### src/rtl/lsu_mem_initiator.sv
`default_nettype none
// +----------------------------------------------------------------------------+
// | lsu_mem_initiator: load/store initiator driving the data-memory strobe/stall |
// | handshake; optional stall-wait timeout under macro LSU_TIMEOUT_EN.           |
// | Revision: 1.0                                                                |
// +----------------------------------------------------------------------------+
module lsu_mem_initiator #(
    parameter int TIMEOUT_CYCLES = 64
) (
    input  logic        clk,
    input  logic        rst,
    input  logic        req_valid,
    output logic        req_ready,
    input  logic        req_we,
    input  logic [2:0]  req_funct3,
    input  logic [31:0] req_addr,
    input  logic [31:0] req_wdata,
    output logic        rsp_valid,
    output logic [31:0] rsp_rdata,
    output logic        rsp_err,
    output logic        busy,
    output logic [31:0] mem_addr,
    output logic [31:0] mem_write_data,
    output logic        mem_memread,
    output logic        mem_memwrite,
    output logic [3:0]  mem_sign_mask,
    input  logic        mem_clk_stall,
    input  logic [31:0] mem_read_data
);
    typedef enum logic [2:0] {
        S_IDLE    = 3'd0,
        S_ISSUE   = 3'd1,
        S_WAIT_HI = 3'd2,
        S_WAIT_LO = 3'd3,
        S_DONE    = 3'd4
    } state_t;

    state_t     r_state;
    logic       r_we;
    logic [3:0] w_mask;
    logic       w_legal;
    logic       w_misal;
    logic       w_accept;

`ifdef LSU_TIMEOUT_EN
    localparam int C_CNT_W = $clog2(TIMEOUT_CYCLES + 1);
    localparam logic [C_CNT_W-1:0] C_TO_LAST = C_CNT_W'(TIMEOUT_CYCLES - 1);
    logic [C_CNT_W-1:0] r_cnt;
`else
    logic w_unused_timeout;
    assign w_unused_timeout = (TIMEOUT_CYCLES > 0);
`endif

    // Gating on stall keeps a responder orphaned by reset from seeing a new strobe.
    assign req_ready = (r_state == S_IDLE) && !mem_clk_stall;
    assign busy      = (r_state != S_IDLE);
    assign w_accept  = req_valid && req_ready;

    always_comb begin
        w_mask  = 4'b0000;
        w_legal = 1'b0;
        w_misal = 1'b0;
        case (req_funct3[1:0])
            2'b00: begin
                w_mask[2:0] = 3'b001;
                w_legal     = 1'b1;
            end
            2'b01: begin
                w_mask[2:0] = 3'b011;
                w_legal     = 1'b1;
                w_misal     = req_addr[0];
            end
            2'b10: begin
                w_mask[2:0] = 3'b111;
                w_legal     = !req_funct3[2];
                w_misal     = |req_addr[1:0];
            end
            default: ;
        endcase
        if (req_we && req_funct3[2]) begin
            w_legal = 1'b0;
        end
        w_mask[3] = !req_we && (req_funct3[2:1] == 2'b00);
    end

    always_ff @(posedge clk or posedge rst) begin
        if (rst) begin
            r_state        <= S_IDLE;
            r_we           <= 1'b0;
            rsp_valid      <= 1'b0;
            rsp_rdata      <= 32'd0;
            rsp_err        <= 1'b0;
            mem_addr       <= 32'd0;
            mem_write_data <= 32'd0;
            mem_memread    <= 1'b0;
            mem_memwrite   <= 1'b0;
            mem_sign_mask  <= 4'd0;
`ifdef LSU_TIMEOUT_EN
            r_cnt          <= '0;
`endif
        end else begin
            mem_memread  <= 1'b0;
            mem_memwrite <= 1'b0;
            rsp_valid    <= 1'b0;
            rsp_err      <= 1'b0;
            case (r_state)
                S_IDLE: begin
                    if (w_accept) begin
                        mem_addr       <= req_addr;
                        mem_write_data <= req_wdata;
                        mem_sign_mask  <= w_mask;
                        r_we           <= req_we;
                        if (!w_legal || w_misal) begin
                            r_state   <= S_DONE;
                            rsp_valid <= 1'b1;
                            rsp_err   <= 1'b1;
                            rsp_rdata <= 32'd0;
                        end else begin
                            r_state      <= S_ISSUE;
                            mem_memread  <= !req_we;
                            mem_memwrite <= req_we;
                        end
                    end
                end
                S_ISSUE: begin
                    r_state <= S_WAIT_HI;
`ifdef LSU_TIMEOUT_EN
                    r_cnt   <= '0;
`endif
                end
                S_WAIT_HI, S_WAIT_LO: begin
                    if (r_state == S_WAIT_LO && !mem_clk_stall) begin
                        r_state   <= S_DONE;
                        rsp_valid <= 1'b1;
                        rsp_rdata <= r_we ? 32'd0 : mem_read_data;
                    end
`ifdef LSU_TIMEOUT_EN
                    else if (r_cnt == C_TO_LAST) begin
                        r_state   <= S_DONE;
                        rsp_valid <= 1'b1;
                        rsp_err   <= 1'b1;
                        rsp_rdata <= 32'd0;
                    end
`endif
                    else begin
                        if (r_state == S_WAIT_HI && mem_clk_stall) begin
                            r_state <= S_WAIT_LO;
                        end
`ifdef LSU_TIMEOUT_EN
                        r_cnt <= r_cnt + C_CNT_W'(1);
`endif
                    end
                end
                S_DONE: begin
                    r_state <= S_IDLE;
                end
                default: begin
                    r_state <= S_IDLE;
                end
            endcase
        end
    end
endmodule
`default_nettype wire

### config.mk
export PLATFORM = sky130hd
export DESIGN_NAME = lsu_mem_initiator
export DESIGN_NICKNAME = d
export VERILOG_FILES = /design/src/rtl/lsu_mem_initiator.sv
export SDC_FILE = /design/constraint.sdc
export NUM_CORES = 1
export LEC_CHECK = 0
export CAP_MARGIN = 20
export CORE_AREA = 8 8 127 93
export CTS_CLUSTER_DIAMETER = 40
export DETAILED_ROUTE_END_ITERATION = 8
export DIE_AREA = 0 0 135 101
export GPL_ROUTABILITY_DRIVEN = 0
export GPL_TIMING_DRIVEN = 1
export PLACE_DENSITY_LB_ADDON = 0.25
export SLEW_MARGIN = 20
export SYNTH_ARGS = -nofsm -noshare
export SYNTH_HDL_FRONTEND = slang
export SYNTH_SLANG_ARGS = --single-unit
export TNS_END_PERCENT = 100
### constraint.sdc
create_clock -name clk -period 8 [get_ports clk]
set_input_delay 1.6 -clock clk [delete_from_list [all_inputs] [get_ports clk]]
set_output_delay 1.6 -clock clk [all_outputs]
set_load 0.02 [all_outputs]
Yosys cells after proc, flatten, opt, wreduce, memory -nomap -nowiden:

Cells that the tools add are included.

* add/sub/neg operators: 0
* multiply operators: 0
* divide/modulo/power cells: 0
* $lt $le $gt $ge: 0
* equality and inequality tests: 9
* shifts and indexed selects: 0
* multiplexer cells: 25
* bitwise logic cells: 0
* reductions and logical operators: 22

Operator list (count)
* $mux 32: 4
* $pmux 32 s2: 1
* $pmux 3 s3: 2
* $mux 3: 4
* $mux 1: 11
* $eq 3x2->1 const B: 2
* $logic_and 1x1->1: 6
* $pmux 1 s2: 3
* $reduce_or 2->1: 3
* $logic_not 1->1: 4
* $logic_not 2->1: 2
* $ne 2x2->1 const B: 2
* $reduce_and 2->1: 2
* $reduce_and 4->1: 1
* $eq 3x1->1 const B: 1
* $logic_not 3->1: 1
* $ne 3x3->1 const B: 1
* $reduce_bool 3->1: 1
* $eq 2x1->1 const B: 1
* $eq 2x2->1 const B: 1
* $ne 2x1->1 const B: 1
* $reduce_bool 2->1: 1
* $logic_or 1x1->1: 1

* flip-flop bits (word level): 108
* bits in latches: 0
* bits in writable memories: 0
* ROM bits: 0
* input bits: 104
* output and inout bits: 106
* memories: 0

Longest topological paths before layout:

* depth in word-level cells: 9
* gate-level depth with buffers: 7
* gate-level depth less buffers: 6

Worst setup path after synthesis:

No wires, ideal clock.

* path kind: input port to output port
* start: input port mem_clk_stall
* end: output port req_ready
* arrival: 2.384 ns
* data required time: 6.400 ns
* slack: 4.016 ns
* stages: 1
* path buffers: 0
* cell sequence: nor4_1

* cells in the longest elaborated chain, start to end: 2

RTL lines
* start, declared: RTL line 27 `input logic mem_clk_stall,`
* $logic_not 1->1: RTL line 55 `assign req_ready = (r_state == S_IDLE) && !mem_clk_stall;`
* $logic_and 1x1->1: RTL line 55
* end, declared: RTL line 13 `output logic req_ready,`

No other way between the ends.

Final worst setup path:

Ends and elaborated chain as after synthesis.

==> results by group <==
Die
  – Die ar.: 13,600 µm²
  – Die Wd: 135 µm
  – I/O pin count: 210
  – Core Region: 10,000 µm²
  – Die Height: 101 µm
  – Initial Util: 41.3%
  – Site Rows: 31

Yosys
  – Post-synthesis sequential area ratio: 65.5%
  – Syn avg cell area: 10.6 µm²
  – Post-synthesis net count: 500
  – Leading cell types by total area after synthesis: dfrtp_1, nand2_1, a22o_1, ha_1, mux2_1
  – Mux cell area share after synthesis: 1.64%
  – Ys flop type: dfrtp_1
  – Adder-Cell Fraction of Synth Area: 1.52%
  – Synth Cell Area: 4130 µm²
  – Largest family of logic cells by synthesized area: simple AND/OR/NAND/NOR gates
  – Ys Warns: 0
  – Ys async rst share: 100%
  – Synth top area share: 65.5%
  – FF+latch count, synth: 108
  – Synth area leader: dfrtp_1
  – Post-synthesis compound-gate area fraction: 8.76%
  – Post-synth cell types: 30
  – Synth Area in Simple Gates: 19.4%
  – Synth Area in XOR/XNOR: 0%
  – Cells after synthesis: 391
  – Post-synth EDFFs: 0

Power and ir drop
  – Max VDD drop: 0.222 mV
  – P per Cell Area: 383 nW/µm²
  – P_leak: 3.15 nW

Timing
  – Final setup TNS: 0 ns
  – RSZ-0062 raised after global routing: false
  – Maximum clock rate: 0.203 GHz
  – Least-Margin Pin Slew: 0.766 ns
  – Final period util: 61.6%
  – Max_slew headroom: 49.0%
  – Pins over their slew limit: 0
  – Min cycle time layout: 4.93 ns
  – Fin worst setup slack: 3.07 ns
  – Setup Skew: 0.00464 ns
  – # setup viols final: 0
  – Hold Fails Final Rpt: 0

GRT
  – First-pass GRT wire length: 20,000 µm
  – GR Util All Layers: 18.6%
  – Largest net degree at the start of global routing: 70
  – Number of global-route vias before repair: 3,681
  – Antenna violations before repair: 1
  – Global route total overflow: 0

Clock network
  – CTS Root Buffer Type: clkbuf_16
  – Post-CTS setup buffer count: 0
  – Worst-path clk slew: 0.06 ns
  – CTS tree: done
  – PostCTS Resize Cnt: 0
  – CTS Buf Count: 9
  – CTS Buffer Depth: 2
  – H-tree Lvls: 3
  – # clock sinks: 108
  – Hold-fix buffers, CTS: 0
  – Clock latency at the later pin of the worst-skew pair: 0.34 ns

Worst setup path
  – Worst r2r src: r_state[1]$_DFFE_PP0P_
  – R2r endpoint: mem_sign_mask[2]$_DFFE_PP0P_
  – Crit path launch: mem_clk_stall
  – Top cell by count, worst path: clkdlybuf4s50_1
  – Crit path cell chain: clkdlybuf4s50_1, nor4_1, clkdlybuf4s50_1
  – Data arrival time of the worst path: 3.33 ns
  – Buffer and inverter count on the worst path: 2
  – CP endpoint: req_ready
  – Reg2Reg Depth: 3
  – CP top delay family: buffers and inverters
  – Slowest-stage cell, CP: clkdlybuf4s50_1
  – Data required, critical path: 6.40 ns
  – CP max FO: 5
  – Crit end category: output port
  – Critical path startpoint category: input pin
  – Crit Path Category: input pin to output port
  – R2r setup slk: 5.78 ns
  – Worst path depth: 3
  – Crit path largest cell delay: 0.72 ns

Cells and area
  – Nets: 704
  – Layout cell share with drive strength beyond 1: 4.84%
  – Ant. Diodes: 0
  – Area growth, synth to finish: 60.3%

Drt
  – DRC violations left: 0
  – Drt first pass iters: 6
  – Vias: 3,489
  – Iteration-0 DRC Markers: 160
  – Avg WL per Cell: 17.4 µm
  – Antenna Nets Post-Route: 0
  – DR vias/cell: 4.77
  – Routed WL: 12,700 µm

Placed design
  – DP HPWL: 9300 µm
  – Setup slack after placement: 3.07 ns
  – Port Buf Inserts: 209

Job
  – Max_cap viols: 0

Run status
  – Status: finished, final reports clean

Min path
  – Min-Delay Path Class: register to register
## cell usage after synthesis, types with 2 or more instances
library cell,count
a22o_1,31
mux2_1,5
nor4_1,2
buf_2,8
nand2_1,191
ha_1,5
inv_1,4
nor3_1,2
clkbuf_1,10
buf_6,3
dfrtp_1,108
nor2_1,3
inv_2,2
## cells by family (layout without fill, tap and decap cells)
family | after synthesis | in the layout
AOI/OAI and AO/OA | 40 | 40
adders and majority gates | 5 | 5
buffers and inverters | 27 | 235
DFF | 108 | 108
muxes | 6 | 6
and+or+nand+nor | 205 | 205
## through the flow
stage	instances	power, mW	hold WS (ns)	utilization [%]	area (µm²)
floorplan	391	1.48	0.503	-	4130
global placement	716	2.08	0.456	63.2	6320
detailed placement	716	2.12	0.461	63.2	6330
CTS	731	2.57	0.478	66.1	6620
global route	731	2.68	0.493	66.1	6620
finish	731	2.54	0.474	66.1	6620
## worst min-delay path, delay by kind of cell, from the launching register on
kind	cells	cell delay (ns)
DFF	1	0.34
and+or+nand+nor	2	0.11
## where the power goes
| group | internal (mW) | switching [mW] | total [mW] |
|---|---|---|---|
| registers | 0.782 | 0.137 | 0.919 |
| clock network | 0.248 | 0.190 | 0.438 |
| logic | 0.566 | 0.613 | 1.18 |
| total | 1.60 | 0.940 | 2.54 |
## per-layer routing
metal	global-route usage, %	wire length [µm]	vias to the layer above
met5	0	13	-
li1	-	-	1668
met3	9.41	1490	14
met2	30.5	5930	139
met4	4.59	133	2
met1	21.3	5120	1666
## cell usage in the layout (no fill, tap or decap)
cell type and count:
mux2_1 5, o21ai_0 1, buf_4 5, or3b_1 1, nor3b_1 1, clkinvlp_4 1, ha_1 5, clkbuf_16 9
nand2_2 1, a211oi_2 1, bufinv_16 1, clkdlybuf4s50_1 209, nand3_1 1, nor4_1 1, mux2_2 1, o31ai_4 1
nor4_2 1, nor2_1 3, inv_4 1, o41ai_1 1, a22o_1 31, and2_4 1, inv_2 2, a211o_1 1
o21bai_1 1, nor3_1 2, nor4bb_1 1, inv_1 3, o211ai_1 1, clkbuf_8 1, a2111oi_0 1, a32o_1 1
dfrtp_1 108, and3_1 1, or3_1 1, clkinv_2 3, nand2_1 190
## how the worst min path moves through the flow
stage	start	cells past startpoint	slack, ns	endpoint
floorplan	r_we$_DFFE_PP0P_	1	0.50	r_we$_DFFE_PP0P_
global placement	mem_addr[12]$_DFFE_PP0P_	2	0.46	mem_addr[12]$_DFFE_PP0P_
detailed placement	mem_write_data[21]$_DFFE_PP0P_	2	0.46	mem_write_data[21]$_DFFE_PP0P_
CTS	mem_addr[21]$_DFFE_PP0P_	2	0.48	mem_addr[21]$_DFFE_PP0P_
global route	mem_addr[21]$_DFFE_PP0P_	2	0.49	mem_addr[21]$_DFFE_PP0P_
finish	mem_write_data[2]$_DFFE_PP0P_	2	0.47	mem_write_data[2]$_DFFE_PP0P_
## flip-flops by register name, summed over array words and instances (netlist names)
signal	flops
mem_memread	1
mem_memwrite	1
mem_addr	32
rsp_rdata	32
rsp_err	1
r_we	1
r_state	3
rsp_valid	1
mem_write_data	32
mem_sign_mask	4
## cell type report
cell class              instances  area, µm²
repair buffers                214       2130
clock buffers                  10        239
inverters                       6       25.0
well taps                     132        165
fillers                       778       3390
flip-flops and latches        108       2700
multi-input cells             256       1300
clock inverters                 5       52.6
Note: power is estimated with default switching activity, not from simulation.
